File: src/rtl/twiddle_seq_gen.sv
// Streams the N/2 radix-2 DIT twiddles W_N^k of one FFT stage, folded from a quarter-wave cosine ROM; first out_valid 2 clk after start.
// out_valid & ~out_ready freezes the whole pipe and the j counter; define TF_INV_EN to add the inv (conjugate/IFFT) port.
module twiddle_seq_gen #(
    parameter int LOG2N = 8,
    parameter int WIDTH = 20,
    parameter int FRAC  = 18,
    localparam int SW   = $clog2(LOG2N)
) (
    input  logic                    clk,
    input  logic                    rst,
    input  logic                    start,
    input  logic [SW-1:0]           stage,
`ifdef TF_INV_EN
    input  logic                    inv,
`endif
    input  logic                    out_ready,
    output logic                    out_valid,
    output logic signed [WIDTH-1:0] out_real,
    output logic signed [WIDTH-1:0] out_imag,
    output logic [LOG2N-2:0]        out_index,
    output logic                    out_last,
    output logic                    busy
);

    localparam int JW = LOG2N - 1;
    localparam int RN = 1 << JW;
    localparam int Q  = 1 << (LOG2N - 2);

    if (LOG2N < 3 || LOG2N > 12) begin : g_bad_log2n
        $error("twiddle_seq_gen: LOG2N must be 3..12");
    end
    if (WIDTH < FRAC + 2) begin : g_bad_width
        $error("twiddle_seq_gen: WIDTH must be at least FRAC+2");
    end

    // Elaboration-time cosine via Taylor series; argument stays within [0, pi/2].
    function automatic int rom_val(input int m);
        real x, term, sum, scale;
        x     = 6.283185307179586 * real'(m) / real'(1 << LOG2N);
        term  = 1.0;
        sum   = 1.0;
        scale = 1.0;
        for (int n = 1; n < 16; n++) begin
            term = -term * x * x / real'((2 * n - 1) * (2 * n));
            sum  = sum + term;
        end
        for (int b = 0; b < FRAC; b++) scale = scale * 2.0;
        return $rtoi(sum * scale + 0.5);
    endfunction

    logic [FRAC:0] rom [RN];
    for (genvar m = 0; m < RN; m++) begin : g_rom
        localparam int CV = (m <= Q) ? rom_val(m) : 0;
        assign rom[m] = CV[FRAC:0];
    end

    typedef enum logic {IDLE, RUN} state_t;

    state_t          state;
    logic [SW-1:0]   s_q;
    logic [JW-1:0]   j;
    logic            iss;
    logic            v1;
    logic [FRAC:0]   a1, b1;
    logic            neg1, last1;
    logic [JW-1:0]   idx1;
`ifdef TF_INV_EN
    logic            inv_q;
`endif

    logic [JW-1:0]   mask, k, a_idx, b_idx;
    logic [SW-1:0]   shamt;
    logic            adv;
    logic signed [WIDTH-1:0] re_mag, im_mag;

    assign busy = (state == RUN);
    assign adv  = !(out_valid && !out_ready);

    // Second half of the half-wave mirrors the cosine and shifts the sine index by N/4.
    always_comb begin
        mask   = (JW'(1) << s_q) - JW'(1);
        shamt  = SW'(JW) - s_q;
        k      = (j & mask) << shamt;
        a_idx  = k[JW-1] ? (JW'(0) - k) : k;
        b_idx  = k[JW-1] ? (k - JW'(Q)) : (JW'(Q) - k);
        re_mag = {{(WIDTH - FRAC - 1){1'b0}}, a1};
        im_mag = {{(WIDTH - FRAC - 1){1'b0}}, b1};
    end

    always_ff @(posedge clk or posedge rst) begin
        if (rst) begin
            state     <= IDLE;
            s_q       <= '0;
            j         <= '0;
            iss       <= 1'b0;
            v1        <= 1'b0;
            a1        <= '0;
            b1        <= '0;
            neg1      <= 1'b0;
            idx1      <= '0;
            last1     <= 1'b0;
            out_valid <= 1'b0;
            out_real  <= '0;
            out_imag  <= '0;
            out_index <= '0;
            out_last  <= 1'b0;
`ifdef TF_INV_EN
            inv_q     <= 1'b0;
`endif
        end else begin
            case (state)
                IDLE: if (start) begin
                    state <= RUN;
                    s_q   <= (int'(stage) >= LOG2N) ? SW'(JW) : stage;
                    j     <= '0;
                    iss   <= 1'b1;
`ifdef TF_INV_EN
                    inv_q <= inv;
`endif
                end
                RUN: if (out_valid && out_ready && out_last) state <= IDLE;
                default: state <= IDLE;
            endcase

            if (adv) begin
                v1    <= iss;
                a1    <= rom[a_idx];
                b1    <= rom[b_idx];
                neg1  <= k[JW-1];
                idx1  <= j;
                last1 <= &j;
                if (iss) begin
                    j <= j + 1'b1;
                    if (&j) iss <= 1'b0;
                end

                out_valid <= v1;
                out_real  <= neg1 ? -re_mag : re_mag;
`ifdef TF_INV_EN
                out_imag  <= inv_q ? im_mag : -im_mag;
`else
                out_imag  <= -im_mag;
`endif
                out_index <= idx1;
                out_last  <= v1 && last1;
            end
        end
    end

endmodule

File: config.mk
export PLATFORM = sky130hd
export DESIGN_NAME = twiddle_seq_gen
export DESIGN_NICKNAME = d
export VERILOG_FILES = /design/src/rtl/twiddle_seq_gen.sv
export SDC_FILE = /design/constraint.sdc
export NUM_CORES = 1
export LEC_CHECK = 0
export BUFFER_PORTS_ARGS = -buffer_cell sky130_fd_sc_hd__buf_4
export CAP_MARGIN = 40
export CORE_MARGIN = 3
export CORE_UTILIZATION = 35
export DETAILED_ROUTE_END_ITERATION = 16
export GPL_ROUTABILITY_DRIVEN = 0
export PLACE_DENSITY = 0.58
export SLEW_MARGIN = 5
export SYNTH_ARGS = -nofsm -noshare
export SYNTH_HDL_FRONTEND = slang
export SYNTH_SLANG_ARGS = --single-unit
File: constraint.sdc
create_clock -name clk -period 6.2 [get_ports clk]
set_clock_uncertainty 0.05 [all_clocks]
set_input_delay 1.24 -clock clk [delete_from_list [all_inputs] [get_ports clk]]
set_output_delay 1.24 -clock clk [all_outputs]
set_load 0.1 [all_outputs]
==> results of run 1 <==
## state kept, by name (all words and copies together) (netlist names)
signal     flops
a1            19
b1            19
busy           1
idx1           7
iss            1
j              7
last1          1
neg1           1
out_imag      20
out_index      7
out_last       1
out_real      20
out_valid      1
s_q            3
v1             1
## critical path: cells and delay by family, from the launching register on
| family | cells | cell delay [ns] |
|---|---|---|
| AOI/OAI and AO/OA | 6 | 1.71 |
| DFF | 1 | 0.62 |
| and+or+nand+nor | 4 | 1.18 |
| adders and majority gates | 3 | 1.46 |
| buffers and inverters | 1 | 0.10 |
## cell families after synthesis
| kind of cell | after synthesis | synth area share [%] |
|---|---|---|
| compound gates | 432 | 32.28 |
| xor+xnor | 44 | 4.578 |
| fa+ha+maj | 31 | 4.135 |
| buf+inv | 129 | 6.928 |
| flops | 109 | 29.27 |
| mux | 8 | 1.034 |
| simple gates | 438 | 21.78 |
## layer usage
layer  part of all wire [%]  vias to the layer above  global-route usage (%)
met5                      0                        -                       0
met4                    3.3                        0                   7.326
met3                    8.3                       74                   2.469
met2                     44                      543                   31.20
met1                     45                     4393                   29.78
li1                       -                     4361                       -
## stage by stage
stage	util [%]	setup WS [ns]	instance area, um^2
2_1_floorplan	-	1.604	9319
3_5_place_dp	37.67	1.123	9843
6_report	38.88	1.008	10160
3_3_place_gp	37.33	1.203	9754
5_1_grt	38.88	0.6644	10160
4_1_cts	38.88	1.105	10160
## worst paths after layout
| kind | endpoint | cells past startpoint |
|---|---|---|
| worst min-delay path | out_real[19] | 2 |
| min in group asynchronous | out_real[0] | 2 |
| worst max register to register | a1[7] | 14 |
| max in group asynchronous | a1[13] | 3 |
| worst min register to register | out_real[19] | 2 |
| worst max-delay path | a1[7] | 14 |
## cells in the mapped netlist (all sizes together), types with 4 or more instances
cell type  count
dfrtp        109
nand2        196
buf           66
nor2         107
nor2b          8
a32oi          9
o211ai        31
a221o         11
a21oi         90
xnor2         13
xor2          31
nand2b        11
a211oi        21
nand4          6
o41ai          9
a21boi         4
inv           20
o221ai        13
o311ai         9
or3            6
a311oi         8
a32o           6
o21ai        114
a22o           7
clkbuf        43
nand3b         5
and3           5
mux2i          4
o22ai         16
a21o           9
o31ai         15
a221oi        15
and2           6
nand3         40
nor4           8
ha            30
a31oi         17
nor3          29
## area by class of cell
| type | count | area, um^2 | share of cell area [%] |
|---|---|---|---|
| clock buffer | 10 | 239.0 | 2.352 |
| multi-input combinational | 953 | 5972 | 58.78 |
| sequential | 109 | 2728 | 26.85 |
| clock inverter | 6 | 77.57 | 0.7636 |
| inverter | 20 | 80.08 | 0.7882 |
| tap | 335 | 419.2 | 4.126 |
| timing repair buffer | 79 | 644.4 | 6.342 |
==> summary.log, run 1 <==
INFO  clock_tree     worst_skew_pair.late_latency=0.36ns
INFO  drt            postRouteAntennaNets=0
INFO  drt            post_drt_wl_per_cell=19.85um
INFO  floorplanning  design.core.area=26130um^2
INFO  synthesis      synth_cell_type_count=98
INFO  synthesis      yosys_warnings=0
INFO  outcome        result_of_the_run=complete, no violations
INFO  clock_tree     cts_num_sinks=109
INFO  clock_tree     number_of_post_cts_setup_repair_buffers=0
INFO  synthesis      synth-edff-count=0
INFO  synthesis      synth_top_cells_by_area=sky130_fd_sc_hd__dfrtp_1 29%, sky130_fd_sc_hd__nand2_1 7.7%, sky130_fd_sc_hd__o21ai_0 5.3%, sky130_fd_sc_hd__a21oi_1 4.6%, sky130_fd_sc_hd__ha_1 4.0%
INFO  clock_tree     htreeDepth=3
INFO  placed_design  numPortBuffers=56
INFO  synthesis      yosys_most_used_dff=sky130_fd_sc_hd__dfrtp_1
INFO  global_routing global_route.usage.total=20.42%
INFO  worst_setup_path critPathCaptureType=flip-flop
INFO  clock_tree     clock_tree.root_cell=sky130_fd_sc_hd__clkbuf_16
INFO  sta            finalSetupViolations=0
INFO  synthesis      synth.cell_area=9319um^2
INFO  synthesis      yosysTopAreaCellShare=29.27%
INFO  worst_setup_path cp.required=6.44ns
INFO  drt            route.final.wire_length=30010um
INFO  worst_setup_path highest_fanout_seen_on_the_critical_path=29
INFO  clock_tree     cts-resized-gates=0
INFO  finish         layout.nets=1209
INFO  worst_setup_path worstReg2RegStart=s_q[0]
INFO  synthesis      yosys_register_bits=109
INFO  floorplanning  ios=57
INFO  drt            detail_route.vias_per_cell=6.198
INFO  global_routing grt_antenna_before_repair=0
INFO  sta            tightest_slew=0.9569ns
INFO  synthesis      netlist.top_cell.by_area=sky130_fd_sc_hd__dfrtp_1
INFO  global_routing grt_start_max_net_pins=74
INFO  floorplanning  core.rowCount=59
INFO  finish         fraction_of_final_layout_cells_sized_beyond_drive_strength_1=13.08%
INFO  worst_setup_path worstSetupStartpointType=flip-flop
INFO  drt            drt_iter0_drc=1339
INFO  finish         layout_commonest_cell=sky130_fd_sc_hd__nand2_1
INFO  worst_setup_path critical_path_class=flip-flop to flip-flop
INFO  clock_tree     cts.reportedPaths.clkPinSlew=0.08ns
INFO  sta            maxSlewHeadroom=36.21%
INFO  sta            maximum_clock_frequency=192.6MHz
INFO  worst_setup_path cp.arrival=5.43ns
INFO  synthesis      avgSynthCellArea=7.824um^2
INFO  finish         final_cells=1512
INFO  placed_design  detailed_place_hpwl=21070um
INFO  synthesis      synth-async-reset-ratio=100.0%
INFO  worst_setup_path crit_chain=or3_1 > ha_1 > and3b_1 > o211ai_1 > ha_1 > inv_1 > o22ai_4 > ha_1 > and3_1 > o32ai_1 > nor2_1 > a311o_1 > a21oi_1 > a221o_1
INFO  sta            final-hold-violation-count=0
INFO  floorplanning  initial_core_util=35.66%
INFO  sta            unrepaired_setup_endpoints_after_global_routing=no
INFO  clock_tree     cts.path.max_buffers=2
INFO  worst_setup_path critPathSlowestCell=sky130_fd_sc_hd__ha_1
INFO  floorplanning  die_h=169.2um
INFO  clock_tree     cts_hold_repair.buffers=0
INFO  finish         area_growth_syn_to_layout=9.022%
INFO  global_routing via_count_of_the_first_global_routing_pass=8648
INFO  clock_tree     tritoncts=yes
INFO  job            max_cap_violations=0
INFO  finish         fillCellCount=2696
INFO  worst_hold_path hold_path.startpoint=out_real[19]
INFO  drt            post-route-drc-count=0
INFO  global_routing wire_length_of_the_first_global_routing_pass=48320um
INFO  sta            drv_slew=0
INFO  floorplanning  dieArea=28620um^2
INFO  sta            finalHoldWorstSlack=0.4203ns
INFO  synthesis      syn_inst=1191
INFO  drt            first_pass_iters=6
INFO  global_routing global_route.overflow_total=0
INFO  worst_setup_path ff2ff_setup_slack=1.01ns
INFO  sta            finalWorstPathRequiredPeriod=5.192ns
INFO  sta            timing.setup.tns=0ns
INFO  finish         diodes=0
INFO  worst_setup_path start_point_of_the_critical_path=s_q[0]
INFO  synthesis      mappedNetlistNets=1228
INFO  floorplanning  die_width=169.2um
INFO  worst_hold_path hold_path_class=flip-flop to flip-flop
INFO  worst_setup_path critical_path.most_common_cell=sky130_fd_sc_hd__ha_1
INFO  placed_design  post-place-cells=1496
INFO  synthesis      synth-seq-area-share=29.27%
INFO  finish         final_cell_mix=192 x sky130_fd_sc_hd__nand2_1, 109 x sky130_fd_sc_hd__dfrtp_1, 100 x sky130_fd_sc_hd__nor2_1, 98 x sky130_fd_sc_hd__o21ai_0, 85 x sky130_fd_sc_hd__a21oi_1
INFO  worst_setup_path max_stage_delay=0.68ns
INFO  clock_tree     tritoncts.num_buffers=9
INFO  drt            via_count=9371
INFO  sta            post-route-period-util=83.75%
Power of run 1 is left out: the tool's default activity adds up to more than one toggle a clock period on the data nets, which glitch-free logic cannot reach.
==> run 2: changes to the inputs <==
==> constraint.sdc (replaced) <==
create_clock -name clk -period 5.2 [get_ports clk]
set_clock_uncertainty 0.05 [all_clocks]
set_input_delay 1.04 -clock clk [delete_from_list [all_inputs] [get_ports clk]]
set_output_delay 1.04 -clock clk [all_outputs]
set_load 0.1 [all_outputs]
==> run 2 against run 1 <==
Cell count increased by 1.1%; core utilization up 0.28 points; non-clock buffer count increased by 17; cell area is 0.73% higher; setup slack worse by 0.64 ns; first-iteration DRC count up 9.1%; wire length is 0.31% lower; sequential share of layout area decreased by 0.19 points; hold slack improved by 0.0037 ns; critical path depth up 2.
==> summary.log, run 2 (synthesized netlist as in run 1, its figures left out) <==
INFO  outcome        result_of_the_run=complete, no violations
INFO  floorplanning  dieArea=28620um^2 [unchanged]
INFO  clock_tree     worst_skew_pair.late_latency=0.35ns [about the same]
INFO  sta            unrepaired_setup_endpoints_after_global_routing=no
INFO  worst_setup_path highest_fanout_seen_on_the_critical_path=43 [+48%]
INFO  clock_tree     cts.path.max_buffers=2 [unchanged]
INFO  sta            maximum_clock_frequency=207.0MHz [+7.5%]
INFO  worst_setup_path worstSetupPathDepth=16 [+2]
INFO  worst_setup_path path_buf_inv=3 [+2]
INFO  placed_design  detailed_place_hpwl=21110um [+0.19%]
INFO  job            max_cap_violations=0 [unchanged]
INFO  drt            post_drt_wl_per_cell=19.58um [-1.4%]
INFO  sta            tightest_slew=0.8253ns [-0.1316 ns]
INFO  global_routing wire_length_of_the_first_global_routing_pass=48620um [+0.61%]
INFO  worst_setup_path critical_path.most_common_cell=sky130_fd_sc_hd__ha_1
INFO  drt            maxUsedRoutingLayer=met4
INFO  floorplanning  ios=57 [unchanged]
INFO  clock_tree     tritoncts=yes
INFO  worst_setup_path crit_chain=buf_4 > nor2_1 > nand2_1 > ha_1 > and3b_1 > o211ai_1 > ha_1 > inv_1 > nand3_4 > o221a_4 > inv_4 > nor2_2 > a21oi_1 > a221oi_2 > a311oi_1 > o41ai_1
INFO  worst_hold_path hold_path_depth=2 [unchanged]
INFO  global_routing global_route.overflow_total=0 [unchanged]
INFO  worst_setup_path critPathSlowestCell=sky130_fd_sc_hd__o221a_4
INFO  worst_setup_path worstReg2RegStart=s_q[1]
INFO  worst_setup_path critical_path.reg2reg.endpoint=a1[13]
INFO  drt            postRouteAntennaNets=0 [unchanged]
INFO  floorplanning  die_h=169.2um [unchanged]
INFO  worst_setup_path critical_path_class=flip-flop to flip-flop
INFO  drt            route.final.wire_length=29910um [-0.31%]
INFO  finish         ff_latch_area=2728um^2 [unchanged]
INFO  drt            post-route-drc-count=0 [unchanged]
INFO  worst_setup_path cpLargestDelayFamily=compound AO/OA/AOI/OAI gates
INFO  clock_tree     cts.reportedPaths.clkPinSlew=0.08ns [about the same]
INFO  finish         area_growth_syn_to_layout=9.815%
INFO  worst_setup_path critPathCaptureType=flip-flop
INFO  worst_setup_path max_stage_delay=0.54ns [-0.14 ns]
INFO  clock_tree     cts_num_sinks=109 [unchanged]
INFO  clock_tree     number_of_post_cts_setup_repair_buffers=0 [unchanged]
INFO  sta            finalSetupViolations=0 [unchanged]
INFO  floorplanning  die_width=169.2um [unchanged]
INFO  finish         fillCellCount=2646 [-1.9%]
INFO  sta            timing.setup.tns=0ns [unchanged]
INFO  worst_setup_path reg2regPathDepth=16 [+2]
INFO  sta            final-hold-violation-count=0 [unchanged]
INFO  placed_design  numPortBuffers=56 [unchanged]
INFO  clock_tree     cts_hold_repair.buffers=0 [unchanged]
INFO  global_routing grt_antenna_before_repair=0 [unchanged]
INFO  drt            routed-wl-met3=2717um [+8.6%]
INFO  drt            detailroute.wirelength.met2=12640um [-3.3%]
INFO  drt            via_count=9335 [-0.38%]
INFO  worst_setup_path cp.required=5.36ns [-1.08 ns]
INFO  floorplanning  initial_core_util=35.66% [unchanged]
INFO  worst_hold_path hold_path.startpoint=idx1[3]
INFO  sta            finalWorstPathRequiredPeriod=4.832ns [-0.3604 ns]
INFO  global_routing grt_start_max_net_pins=51 [-31%]
INFO  drt            wirelength_met1=13560um [+0.89%]
INFO  drt            first_pass_iters=5 [-1]
INFO  sta            maxSlewHeadroom=44.61% [+8.4 points]
INFO  drt            drt_iter0_drc=1461 [+9.1%]
INFO  finish         final_cell_mix=192 x sky130_fd_sc_hd__nand2_1, 109 x sky130_fd_sc_hd__dfrtp_1, 100 x sky130_fd_sc_hd__nor2_1, 98 x sky130_fd_sc_hd__o21ai_0, 94 x sky130_fd_sc_hd__buf_4
INFO  finish         layout.nets=1226 [+1.4%]
INFO  finish         fraction_of_final_layout_cells_sized_beyond_drive_strength_1=14.25% [+1.2 points]
INFO  worst_setup_path worstSetupStartpointType=flip-flop
INFO  clock_tree     tritoncts.num_buffers=9 [unchanged]
INFO  worst_hold_path hold_path_class=flip-flop to flip-flop
INFO  worst_setup_path cp.arrival=5.00ns [-0.43 ns]
INFO  sta            post-route-period-util=92.92% [+9.2 points]
INFO  finish         diodes=0 [unchanged]
INFO  floorplanning  design.core.area=26130um^2 [unchanged]
INFO  finish         multi_input_comb_area=5972um^2 [unchanged]
INFO  finish         layout_commonest_cell=sky130_fd_sc_hd__nand2_1
INFO  floorplanning  core.rowCount=59 [unchanged]
INFO  drt            detail_route.vias_per_cell=6.109 [-1.4%]
INFO  global_routing global_route.usage.total=20.47% [+0.055 points]
INFO  clock_tree     cts-resized-gates=0 [unchanged]
INFO  clock_tree     htreeDepth=3 [unchanged]
INFO  finish         biggestRegsByFlops=out_imag x20, out_real x20
INFO  worst_setup_path ff2ff_setup_slack=0.37ns [-0.64 ns]
INFO  worst_hold_path holdPathEnd=idx1[3]
INFO  global_routing via_count_of_the_first_global_routing_pass=8644 [-0.046%]
INFO  clock_tree     clock_tree.root_cell=sky130_fd_sc_hd__clkbuf_16
INFO  sta            drv_slew=0 [unchanged]
-- run 2: cell count changes in the layout (fill, tap and decap cells not counted) --
| cell | before | now |
|---|---|---|
| sky130_fd_sc_hd__buf_4 | 74 | 94 |
| sky130_fd_sc_hd__buf_6 | 3 | 0 |
| sky130_fd_sc_hd__clkinv_4 | 1 | 3 |
| sky130_fd_sc_hd__buf_12 | 0 | 1 |
| sky130_fd_sc_hd__buf_16 | 2 | 1 |
| sky130_fd_sc_hd__bufinv_16 | 1 | 0 |
| sky130_fd_sc_hd__clkbuf_8 | 1 | 0 |
| sky130_fd_sc_hd__inv_6 | 1 | 0 |
-- run 2: how the worst max path moves through the flow --
stage            from  endpoint  slack, ns
6_report       s_q[1]    a1[13]       0.37
5_1_grt        s_q[1]    a1[13]       0.07
4_1_cts        s_q[1]    a1[13]       0.50
3_5_place_dp   s_q[1]    a1[13]       0.54
3_3_place_gp   s_q[1]    a1[13]       0.57
2_1_floorplan  s_q[2]     a1[7]       0.60
-- run 2: layout make-up --
cell class / instances / share of cell area [%]
multi-input cells: 953 / 58.36
flip-flops and latches: 109 / 26.65
repair buffers: 96 / 7.360
well taps: 335 / 4.096
clock buffers: 9 / 2.201
inverters: 20 / 0.7825
clock inverters: 6 / 0.5502
-- run 2: per-stage QoR --
stage	hold slack, ns	cell area, um^2	worst slack (ns)	std cells	utilization (%)
floorplan	0.3886	9319	0.6040	1191	-
global placement	0.3993	9905	0.5652	1511	37.90
detailed placement	0.4088	9952	0.5427	1513	38.08
CTS	0.4250	10230	0.5003	1528	39.16
global route	0.4540	10230	0.07493	1528	39.16
finish	0.4240	10230	0.3682	1528	39.16
-- run 2: per-layer routing --
metal  vias up  global-route usage, %
met5         -                      0
met4         0                  7.539
met3        93                  3.494
met2       555                  29.80
met1      4293                  30.37
li1       4394                      -
-- run 2: worst min-delay path, stage by stage, from the launching register on --
cell                      delay [ns]
sky130_fd_sc_hd__dfrtp_1        0.35
sky130_fd_sc_hd__nand2_1        0.05
sky130_fd_sc_hd__nand2_1        0.04
Power of run 2 is left out for the same reason.
